$ cat src/rtl/l2_arbiter_pkg.sv
// l2_arbiter_pkg: shared types and helpers for the L2 port arbiter
package l2_arbiter_pkg;
  localparam int ADDR_W = 16;
  localparam int LINE_W = 128;
  typedef logic [LINE_W-1:0] lc3b_line;
  typedef logic [ADDR_W-1:0] lc3b_word;
  typedef enum logic [1:0] {IDLE, SERVE_A, SERVE_B} arb_state_t;
  typedef enum logic {PORT_A, PORT_B} arb_port_t;
  typedef struct packed {
    logic read;
    logic write;
  } l2_cmd_t;
  // read and write together is illegal and is resolved as a write
  function automatic l2_cmd_t to_cmd(logic rd, logic wr);
    return '{read: rd & ~wr, write: wr};
  endfunction
endpackage

$ cat src/rtl/l2_arbiter_if.sv
// l2_arbiter_if: requester ports A/B and the shared L2 port
interface l2_arbiter_if #(
  parameter int ADDR_WIDTH = 16,
  parameter int LINE_WIDTH = 128
);
  logic                  a_read, a_write, a_resp, a_wait;
  logic [ADDR_WIDTH-1:0] a_address;
  logic [LINE_WIDTH-1:0] a_wdata, a_rdata;
  logic                  b_read, b_write, b_resp, b_wait;
  logic [ADDR_WIDTH-1:0] b_address;
  logic [LINE_WIDTH-1:0] b_wdata, b_rdata;
  logic                  l2_read, l2_write, l2_resp;
  logic [ADDR_WIDTH-1:0] l2_address;
  logic [LINE_WIDTH-1:0] l2_wdata, l2_rdata;
  modport slave (
    input  a_read, a_write, a_address, a_wdata,
    input  b_read, b_write, b_address, b_wdata,
    input  l2_resp, l2_rdata,
    output a_resp, a_rdata, a_wait, b_resp, b_rdata, b_wait,
    output l2_read, l2_write, l2_address, l2_wdata
  );
  modport master (
    output a_read, a_write, a_address, a_wdata,
    output b_read, b_write, b_address, b_wdata,
    output l2_resp, l2_rdata,
    input  a_resp, a_rdata, a_wait, b_resp, b_rdata, b_wait,
    input  l2_read, l2_write, l2_address, l2_wdata
  );
endinterface

$ cat src/rtl/l2_arbiter_req_latch.sv
// l2_req_latch: holds the granted command, address and write line stable until L2 responds
module l2_req_latch
  import l2_arbiter_pkg::*;
#(
  parameter int ADDR_WIDTH = 16,
  parameter int LINE_WIDTH = 128
) (
  input  logic                  clk,
  input  logic                  rst_n,
  input  logic                  load,
  input  logic                  clr,
  input  l2_cmd_t               cmd_in,
  input  logic [ADDR_WIDTH-1:0] addr_in,
  input  logic [LINE_WIDTH-1:0] data_in,
  output l2_cmd_t               cmd,
  output logic [ADDR_WIDTH-1:0] addr,
  output logic [LINE_WIDTH-1:0] data
);
  // capture on grant; only the command is dropped on completion so the L2 strobe ends
  always_ff @(posedge clk) begin
    if (!rst_n) begin
      cmd  <= '0;
      addr <= '0;
      data <= '0;
    end else if (load) begin
      cmd  <= cmd_in;
      addr <= addr_in;
      data <= data_in;
    end else if (clr) begin
      cmd <= '0;
    end
  end
endmodule

$ cat src/rtl/l2_arbiter.sv
// l2_arbiter: serialises L1 I-cache (A) and D-cache (B) requests onto one L2 port
module l2_arbiter
  import l2_arbiter_pkg::*;
#(
  parameter int ADDR_WIDTH = 16,
  parameter int LINE_WIDTH = 128
) (
  input logic         clk,
  input logic         rst_n,
  l2_arbiter_if.slave bus
);
  arb_state_t state;
  arb_port_t  last_grant;
  l2_cmd_t    cmd, cmd_in;
  logic       a_req, b_req, grant_a, grant_b, done;
  assign a_req   = bus.a_read | bus.a_write;
  assign b_req   = bus.b_read | bus.b_write;
  assign grant_a = state == IDLE && a_req && (!b_req || last_grant == PORT_B);
  assign grant_b = state == IDLE && b_req && !grant_a;
  assign done    = bus.l2_resp && state != IDLE;
  assign cmd_in  = grant_a ? to_cmd(bus.a_read, bus.a_write) : to_cmd(bus.b_read, bus.b_write);
  // grant from IDLE, return to IDLE on the L2 response and remember who was served
  always_ff @(posedge clk) begin
    if (!rst_n) begin
      state      <= IDLE;
      last_grant <= PORT_A;
    end else if (grant_a) begin
      state <= SERVE_A;
    end else if (grant_b) begin
      state <= SERVE_B;
    end else if (done) begin
      state      <= IDLE;
      last_grant <= state == SERVE_A ? PORT_A : PORT_B;
    end
  end
  l2_req_latch #(.ADDR_WIDTH(ADDR_WIDTH), .LINE_WIDTH(LINE_WIDTH)) u_latch (
    .clk    (clk),
    .rst_n  (rst_n),
    .load   (grant_a | grant_b),
    .clr    (done),
    .cmd_in (cmd_in),
    .addr_in(grant_a ? bus.a_address : bus.b_address),
    .data_in(grant_a ? bus.a_wdata : bus.b_wdata),
    .cmd    (cmd),
    .addr   (bus.l2_address),
    .data   (bus.l2_wdata)
  );
  assign bus.l2_read  = cmd.read;
  assign bus.l2_write = cmd.write;
  assign bus.a_resp   = state == SERVE_A && bus.l2_resp;
  assign bus.b_resp   = state == SERVE_B && bus.l2_resp;
  assign bus.a_rdata  = bus.l2_rdata;
  assign bus.b_rdata  = bus.l2_rdata;
  assign bus.a_wait   = a_req & ~bus.a_resp;
  assign bus.b_wait   = b_req & ~bus.b_resp;
endmodule

$ cat src/flat_wrapper.sv
// flat-port wrapper written by rule: the top's interface ports become plain ports
module l2_arbiter_flat import l2_arbiter_pkg::*;
#(
  parameter int ADDR_WIDTH = 16,
  parameter int LINE_WIDTH = 128
)
  (clk, rst_n, bus_a_read, bus_a_write, bus_a_address, bus_a_wdata, bus_b_read, bus_b_write, bus_b_address, bus_b_wdata, bus_l2_resp, bus_l2_rdata, bus_a_resp, bus_a_rdata, bus_a_wait, bus_b_resp, bus_b_rdata, bus_b_wait, bus_l2_read, bus_l2_write, bus_l2_address, bus_l2_wdata);
  l2_arbiter_if #(.ADDR_WIDTH(ADDR_WIDTH), .LINE_WIDTH(LINE_WIDTH)) bus_i ();
  input logic clk;
  input logic rst_n;
  input wire logic [$bits(bus_i.a_read)-1:0] bus_a_read;
  input wire logic [$bits(bus_i.a_write)-1:0] bus_a_write;
  input wire logic [$bits(bus_i.a_address)-1:0] bus_a_address;
  input wire logic [$bits(bus_i.a_wdata)-1:0] bus_a_wdata;
  input wire logic [$bits(bus_i.b_read)-1:0] bus_b_read;
  input wire logic [$bits(bus_i.b_write)-1:0] bus_b_write;
  input wire logic [$bits(bus_i.b_address)-1:0] bus_b_address;
  input wire logic [$bits(bus_i.b_wdata)-1:0] bus_b_wdata;
  input wire logic [$bits(bus_i.l2_resp)-1:0] bus_l2_resp;
  input wire logic [$bits(bus_i.l2_rdata)-1:0] bus_l2_rdata;
  output wire logic [$bits(bus_i.a_resp)-1:0] bus_a_resp;
  output wire logic [$bits(bus_i.a_rdata)-1:0] bus_a_rdata;
  output wire logic [$bits(bus_i.a_wait)-1:0] bus_a_wait;
  output wire logic [$bits(bus_i.b_resp)-1:0] bus_b_resp;
  output wire logic [$bits(bus_i.b_rdata)-1:0] bus_b_rdata;
  output wire logic [$bits(bus_i.b_wait)-1:0] bus_b_wait;
  output wire logic [$bits(bus_i.l2_read)-1:0] bus_l2_read;
  output wire logic [$bits(bus_i.l2_write)-1:0] bus_l2_write;
  output wire logic [$bits(bus_i.l2_address)-1:0] bus_l2_address;
  output wire logic [$bits(bus_i.l2_wdata)-1:0] bus_l2_wdata;
  assign bus_i.a_read = bus_a_read;
  assign bus_i.a_write = bus_a_write;
  assign bus_i.a_address = bus_a_address;
  assign bus_i.a_wdata = bus_a_wdata;
  assign bus_i.b_read = bus_b_read;
  assign bus_i.b_write = bus_b_write;
  assign bus_i.b_address = bus_b_address;
  assign bus_i.b_wdata = bus_b_wdata;
  assign bus_i.l2_resp = bus_l2_resp;
  assign bus_i.l2_rdata = bus_l2_rdata;
  assign bus_a_resp = bus_i.a_resp;
  assign bus_a_rdata = bus_i.a_rdata;
  assign bus_a_wait = bus_i.a_wait;
  assign bus_b_resp = bus_i.b_resp;
  assign bus_b_rdata = bus_i.b_rdata;
  assign bus_b_wait = bus_i.b_wait;
  assign bus_l2_read = bus_i.l2_read;
  assign bus_l2_write = bus_i.l2_write;
  assign bus_l2_address = bus_i.l2_address;
  assign bus_l2_wdata = bus_i.l2_wdata;
  l2_arbiter #(.ADDR_WIDTH(ADDR_WIDTH), .LINE_WIDTH(LINE_WIDTH)) u_core (.clk(clk), .rst_n(rst_n), .bus(bus_i));
endmodule
$ cat config.mk
export PLATFORM = sky130hd
export DESIGN_NAME = l2_arbiter_flat
export DESIGN_NICKNAME = d
export VERILOG_FILES = /design/src/rtl/l2_arbiter_pkg.sv /design/src/rtl/l2_arbiter_if.sv /design/src/rtl/l2_arbiter_req_latch.sv /design/src/rtl/l2_arbiter.sv /design/src/flat_wrapper.sv
export SDC_FILE = /design/constraint.sdc
export NUM_CORES = 1
export LEC_CHECK = 0
export CAP_MARGIN = 20
export CORE_AREA = 2 2 321 323
export CTS_BUF_LIST = sky130_fd_sc_hd__clkbuf_8 sky130_fd_sc_hd__clkbuf_16
export DETAILED_ROUTE_END_ITERATION = 12
export DIE_AREA = 0 0 323 325
export GPL_TIMING_DRIVEN = 0
export HOLD_SLACK_MARGIN = 0.08
export PLACE_DENSITY_LB_ADDON = 0.05
export SYNTH_ARGS = -nofsm -noshare
export SYNTH_HDL_FRONTEND = slang
export SYNTH_SLANG_ARGS = --single-unit
$ cat constraint.sdc
create_clock -name clk -period 1.9 [get_ports clk]
set_input_delay 0.19 -clock clk [delete_from_list [all_inputs] [get_ports clk]]
set_output_delay 0.19 -clock clk [all_outputs]
set_load 0.01 [all_outputs]
== Yosys cells after proc, flatten, opt, wreduce, memory -nomap -nowiden ==
Index checks and enable logic that the tools add are counted.

* Reduce and logical (&&, ||, !) cells: 17
* Equality and inequality tests: 2
* Mux-type cells: 8
* Bitwise logic cells: 14

{| class="wikitable"
|+ Operators by type and width
! operator !! number
|-
| $mux 128 || 1
|-
| $mux 16 || 1
|-
| $mux 2 || 4
|-
| $logic_and 1x1->1 || 7
|-
| $not 1->1 || 7
|-
| $reduce_bool 2->1 || 3
|-
| $and 1x1->1 || 4
|-
| $or 1x1->1 || 3
|-
| $reduce_and 3->1 || 1
|-
| $reduce_bool 3->1 || 1
|-
| $eq 2x1->1 const B || 1
|-
| $eq 2x2->1 const B || 1
|-
| $logic_not 1->1 || 2
|-
| $logic_not 2->1 || 1
|-
| $mux 1 || 2
|-
| $reduce_or 2->1 || 1
|-
| $logic_or 1x1->1 || 1
|}

* Word-level logic and storage cells: 48
* Register bits: 149
* Input port bits: 423

== Longest topological paths before layout ==
* Depth in word-level cells: 8
* Mapped depth: 7
* Mapped depth without buffers: 4

== Cells and area by module ==
A second synthesis with hierarchy kept.

* Cells, all modules: 915
* Area total of the unflattened synthesis: 10177.3 sq um

{| class="wikitable"
|+ Modules (own cells, without submodules)
! module !! area an instance (sq um) !! cells an instance !! sequential area each (sq um) !! instances
|-
| l2_req_latch || 5647.9 || 471 || 2922.8 || 1
|-
| l2_arbiter || 4529.3 || 444 || 60.1 || 1
|}

== Worst setup path after synthesis ==
OpenSTA, ideal clock, no wires.

* Path kind: register to register
* Start point: register u_core.state[0]
* End point: register u_core.u_latch.data[62]
* Path slack: 0.241 ns
* Clock period less this slack: 1.659 ns
* Data required time: 1.767 ns
* Data arrival time: 1.527 ns
* Buffers on the path: 3
* Cell stages (with the launch flop): 8
* Cells stage by stage: dfxtp_1 > or2_1 > or3_1 > buf_2 > buf_6 > buf_6 > a22oi_2 > a21oi_1

* Longest elaborated chain between the ends: 6
* Elaborated cells on any way between the ends: 8
* Those cells by class: 1 x mux; 1 x bitwise; 6 x reduce/logical

{| class="wikitable"
|+ Ends and longest elaborated chain
! item !! RTL line !! source
|-
| start: declaration || l2_arbiter.sv:12 || <nowiki>arb_state_t state;</nowiki>
|-
| start signal: assignment || l2_arbiter.sv:25 || <nowiki>state <= IDLE;</nowiki>
|-
| start signal: assignment || l2_arbiter.sv:28 || <nowiki>state <= SERVE_A;</nowiki>
|-
| start signal: assignment || l2_arbiter.sv:30 || <nowiki>state <= SERVE_B;</nowiki>
|-
| $logic_not 2->1 (*) || l2_arbiter.sv:18, l2_arbiter.sv:19 ||
|-
| $logic_and 1x1->1 (2 in a row) || l2_arbiter.sv:18 || <nowiki>assign grant_a = state == IDLE && a_req && (!b_req || last_grant == PORT_B);</nowiki>
|-
| $logic_not 1->1 || l2_arbiter.sv:19 || <nowiki>assign grant_b = state == IDLE && b_req && !grant_a;</nowiki>
|-
| $logic_and 1x1->1 || l2_arbiter.sv:19 ||
|-
| $or 1x1->1 || l2_arbiter.sv:39 || <nowiki>.load (grant_a | grant_b),</nowiki>
|-
| end signal: assignment || l2_arbiter_req_latch.sv:28 || <nowiki>data <= data_in;</nowiki>
|-
| end: declaration || l2_arbiter_req_latch.sv:17 || <nowiki>output logic [LINE_WIDTH-1:0] data</nowiki>
|}

Every way passes the cells marked *; elsewhere a longest branch is shown, timed or not.
A chain may end at the register's enable or synchronous reset.

== Final worst setup path ==
* Start point: register u_core.state[1]
* End point: register u_core.u_latch.data[92]

Same word-level chain as after synthesis.

==> flow_metrics.tcl <==
set metrics [dict create \
    layout-drive-gt1-share_pct 29.24 \
    path_clk_slew_ns 0.07 \
    slew_headroom_pct 54.19 \
    wirelength_um 64300 \
    start_util_pct 8.132 \
    synth_top_area_share_pct 36.21 \
    timing.final.crit_share_pct 100.9 \
    cp.arrival_ns 2.29 \
    gp_congestion 0.7041 \
    tns_ns -0.02934 \
    postLayoutCellArea_um2 18560 \
    grt-ovfl-total 0 \
    drv_cap 0 \
    ctsLongestPathBuffers 2 \
    max_freq_mhz 521.5 \
    pin_count 829 \
    reg2reg_from "u_core.state[1]$_SDFFE_PP0P_" \
    seqCellArea_um2 2992 \
    crit_start "u_core.state[1]$_SDFFE_PP0P_" \
    p_per_area_nw_per_um2 692.1 \
    hpwl_um 54760 \
    antenna_found_initial 25 \
    cts_buffers 17 \
    num-fill-cells 11348 \
    finalCriticalPeriod_ns 1.918 \
    cp-end-kind "register" \
    whs_ns 0.1383 \
    fin_nets 2110 \
    routedWlPerCell_um 20.86 \
    area_growth_pct 125.3 \
    synth_area_um2 8238 \
    yosys.area.top_type "dfxtp_1" \
    grt_pass1_wl_um 84750 \
    skew_ns 0.007680 \
    outcome "finished, violations left" \
    cts_tree "yes" \
    start_kind "register" \
    rsz0062_at_grt "true" \
    synth_area_leaders "dfxtp_1 36%, buf_4 23%, a21oi_1 8.9%" \
    dpl-instance-area_um2 17000 \
    violations "setup timing" \
    ys_ff_latch 149 \
    p_clk_share_pct 27.5 \
    ys_warn_count 0 \
    initialDrtViolationCount 238 \
    grt_usage_pct 11.79 \
    synth.avg_cell_area_um2 8.662 \
    core_um2 101300 \
    routed.top_layer "met5" \
    pwr-share-seq_pct 29.9 \
    critical_path.max_fanout 7 \
    synth_nets 1374 \
    routed-via-count 9638 \
    drc 0 \
    setup_viol 2 \
    worst_slack_ns -0.01751 \
    multiInputGateArea_um2 3334 \
    rows 117 \
    grt_max_degree 17 \
    first_global_vias 10139 \
    port_buffers 699 \
    cts.sinks 149 \
    seq_area_frac_synth_pct 36.21 \
    p_switching_mw 4.333 \
    h-tree-depth 4 \
    ir_drop_v 0.0006409 \
    required_ns 2.27 \
    hp-start "rst_n" \
    synth_cell_type_count 27 \
    via_per_inst 3.126 \
    wl_met1_um 20400 \
    insertion_delay_ns 0.49 \
    swShare_pct 33.74 \
    die_y_um 325 \
    syn_inst 951 \
    intPower_mw 8.511 \
    worst_pin_slew_ns 0.6872 \
    path_class "register to register" \
    first_pass_iters 4 \
    cts-root-buf "clkbuf_16" \
    drv_slew 0 \
    die_area_um2 105000 \
    met3WireLength_um 6652 \
    power_leakage_nw 6.984 \
    final_hold_viol_count 0 \
    ant_nets 0 \
    wl_met2_um 35830 \
    pwr-share-comb_pct 42.7 \
    die_w_um 323 \
    hp-class "input port to register" \
]
==> cell families after synthesis <==
| family | share of synthesized area, % |
|---|---|
| AND/OR/NAND/NOR | 1.321 |
| buffers and inverters | 27.89 |
| AO/OA/AOI/OAI | 34.58 |
| flip-flops | 36.21 |
==> Yosys cell counts (all sizes together) <==
cell	instances
or3	1
nor3	1
o211ai	1
o21ba	1
dfxtp	149
a21oi	147
and2	1
nor2b	2
or2	1
nand3	1
nor2	9
a22oi	144
o21ai	146
nand2b	2
o32ai	1
clkbuf	50
a21boi	2
nand2	5
o21a	1
o21bai	1
buf	285
==> through the flow <==
step | power, mW | cells | utilization (%) | worst slack [ns]
2_1_floorplan | 5.828 | 951 | - | 0.2407
3_3_place_gp | 9.072 | 3018 | 16.73 | -1.461
3_5_place_dp | 9.074 | 3020 | 16.78 | -1.102
4_1_cts | 13.10 | 3066 | 17.83 | -0.1242
5_1_grt | 13.64 | 3073 | 18.30 | -0.07958
6_report | 12.84 | 3083 | 18.32 | -0.01751
==> worst paths after layout <==
kind,slack (ns),endpoint,depth (start not counted)
max,-0.02,u_core.u_latch.data[92]$_SDFFE_PN0P_,7
min,0.14,u_core.u_latch.data[113]$_SDFFE_PN0P_,3
max reg2reg,-0.02,u_core.u_latch.data[92]$_SDFFE_PN0P_,7
min reg2reg,0.49,u_core.u_latch.cmd[1]$_SDFFE_PN0P_,2
==> cells in the final DEF, fill, tap and decap left out, types with 2 or more instances in the layout <==
cell and n:
a21oi_2 7, buf_16 4, nand2_1 5, buf_4 275, clkdlybuf4s50_1 695, clkbuf_2 17
buf_6 12, dlygate4sd2_1 3, dfxtp_1 146, a22oi_2 116, nand2b_1 2, diode_2 15
clkinv_2 5, nor2b_1 2, o21ai_0 146, clkinvlp_4 4, clkbuf_8 2, a22oi_1 28
a21oi_1 140, buf_8 3, inv_1 2, inv_6 2, nor2_1 7, dfxtp_4 2
buf_12 13, clkbuf_4 6, clkbuf_16 20, clkbuf_1 16, bufinv_16 2
==> per-layer routing <==
layer | track usage, % | up-vias
li1 | - | 4653
met1 | 10.24 | 4464
met2 | 23.13 | 425
met3 | 5.902 | 64
met4 | 3.519 | 32
met5 | 0 | -
==> flip-flops by register name (all words and copies together) (netlist names) <==
signal	flops
u_core.u_latch.addr	16
u_core.state	2
u_core.u_latch.cmd	2
u_core.last_grant	1
u_core.u_latch.data	128
==> worst max-delay path, stage by stage (launching register included) <==
cell     delay, ns
dfxtp_4       0.36
or2_4         0.27
or3_4         0.40
buf_16        0.18
buf_12        0.15
buf_12        0.14
a22oi_2       0.20
a21oi_1       0.09
==> power groups by stage <==
stage          Clock [mW]  Combinational (mW)  Sequential (mW)
3_3_place_gp            0                5.18             3.90
2_1_floorplan           0                1.72             4.11
4_1_cts              3.80                5.46             3.84
5_1_grt              3.82                5.93             3.89
3_5_place_dp            0                5.18             3.90
6_report             3.53                5.48             3.83
==> layout make-up <==
| type | instances | area share (%) |
|---|---|---|
| Antenna cell | 15 | 0.2023 |
| Buffer | 332 | 13.74 |
| Clock buffer | 17 | 2.292 |
| Clock inverter | 15 | 0.7551 |
| Multi-Input combinational cell | 467 | 17.97 |
| Sequential cell | 149 | 16.12 |
| Tap cell | 1368 | 9.223 |
| Timing Repair Buffer | 720 | 39.70 |
==> repair_timing <==
action | CTS | global route
endpoints found under the setup margin | 151 | 129
pin swaps | 15 | 14
hold buffers | 1 | 0
gates cloned | 1 | 3
setup buffers | 13 | 1
endpoints found under the hold margin | 9 | 0
gates resized for setup | 99 | 132
Power figures use the tool's default switching activity.
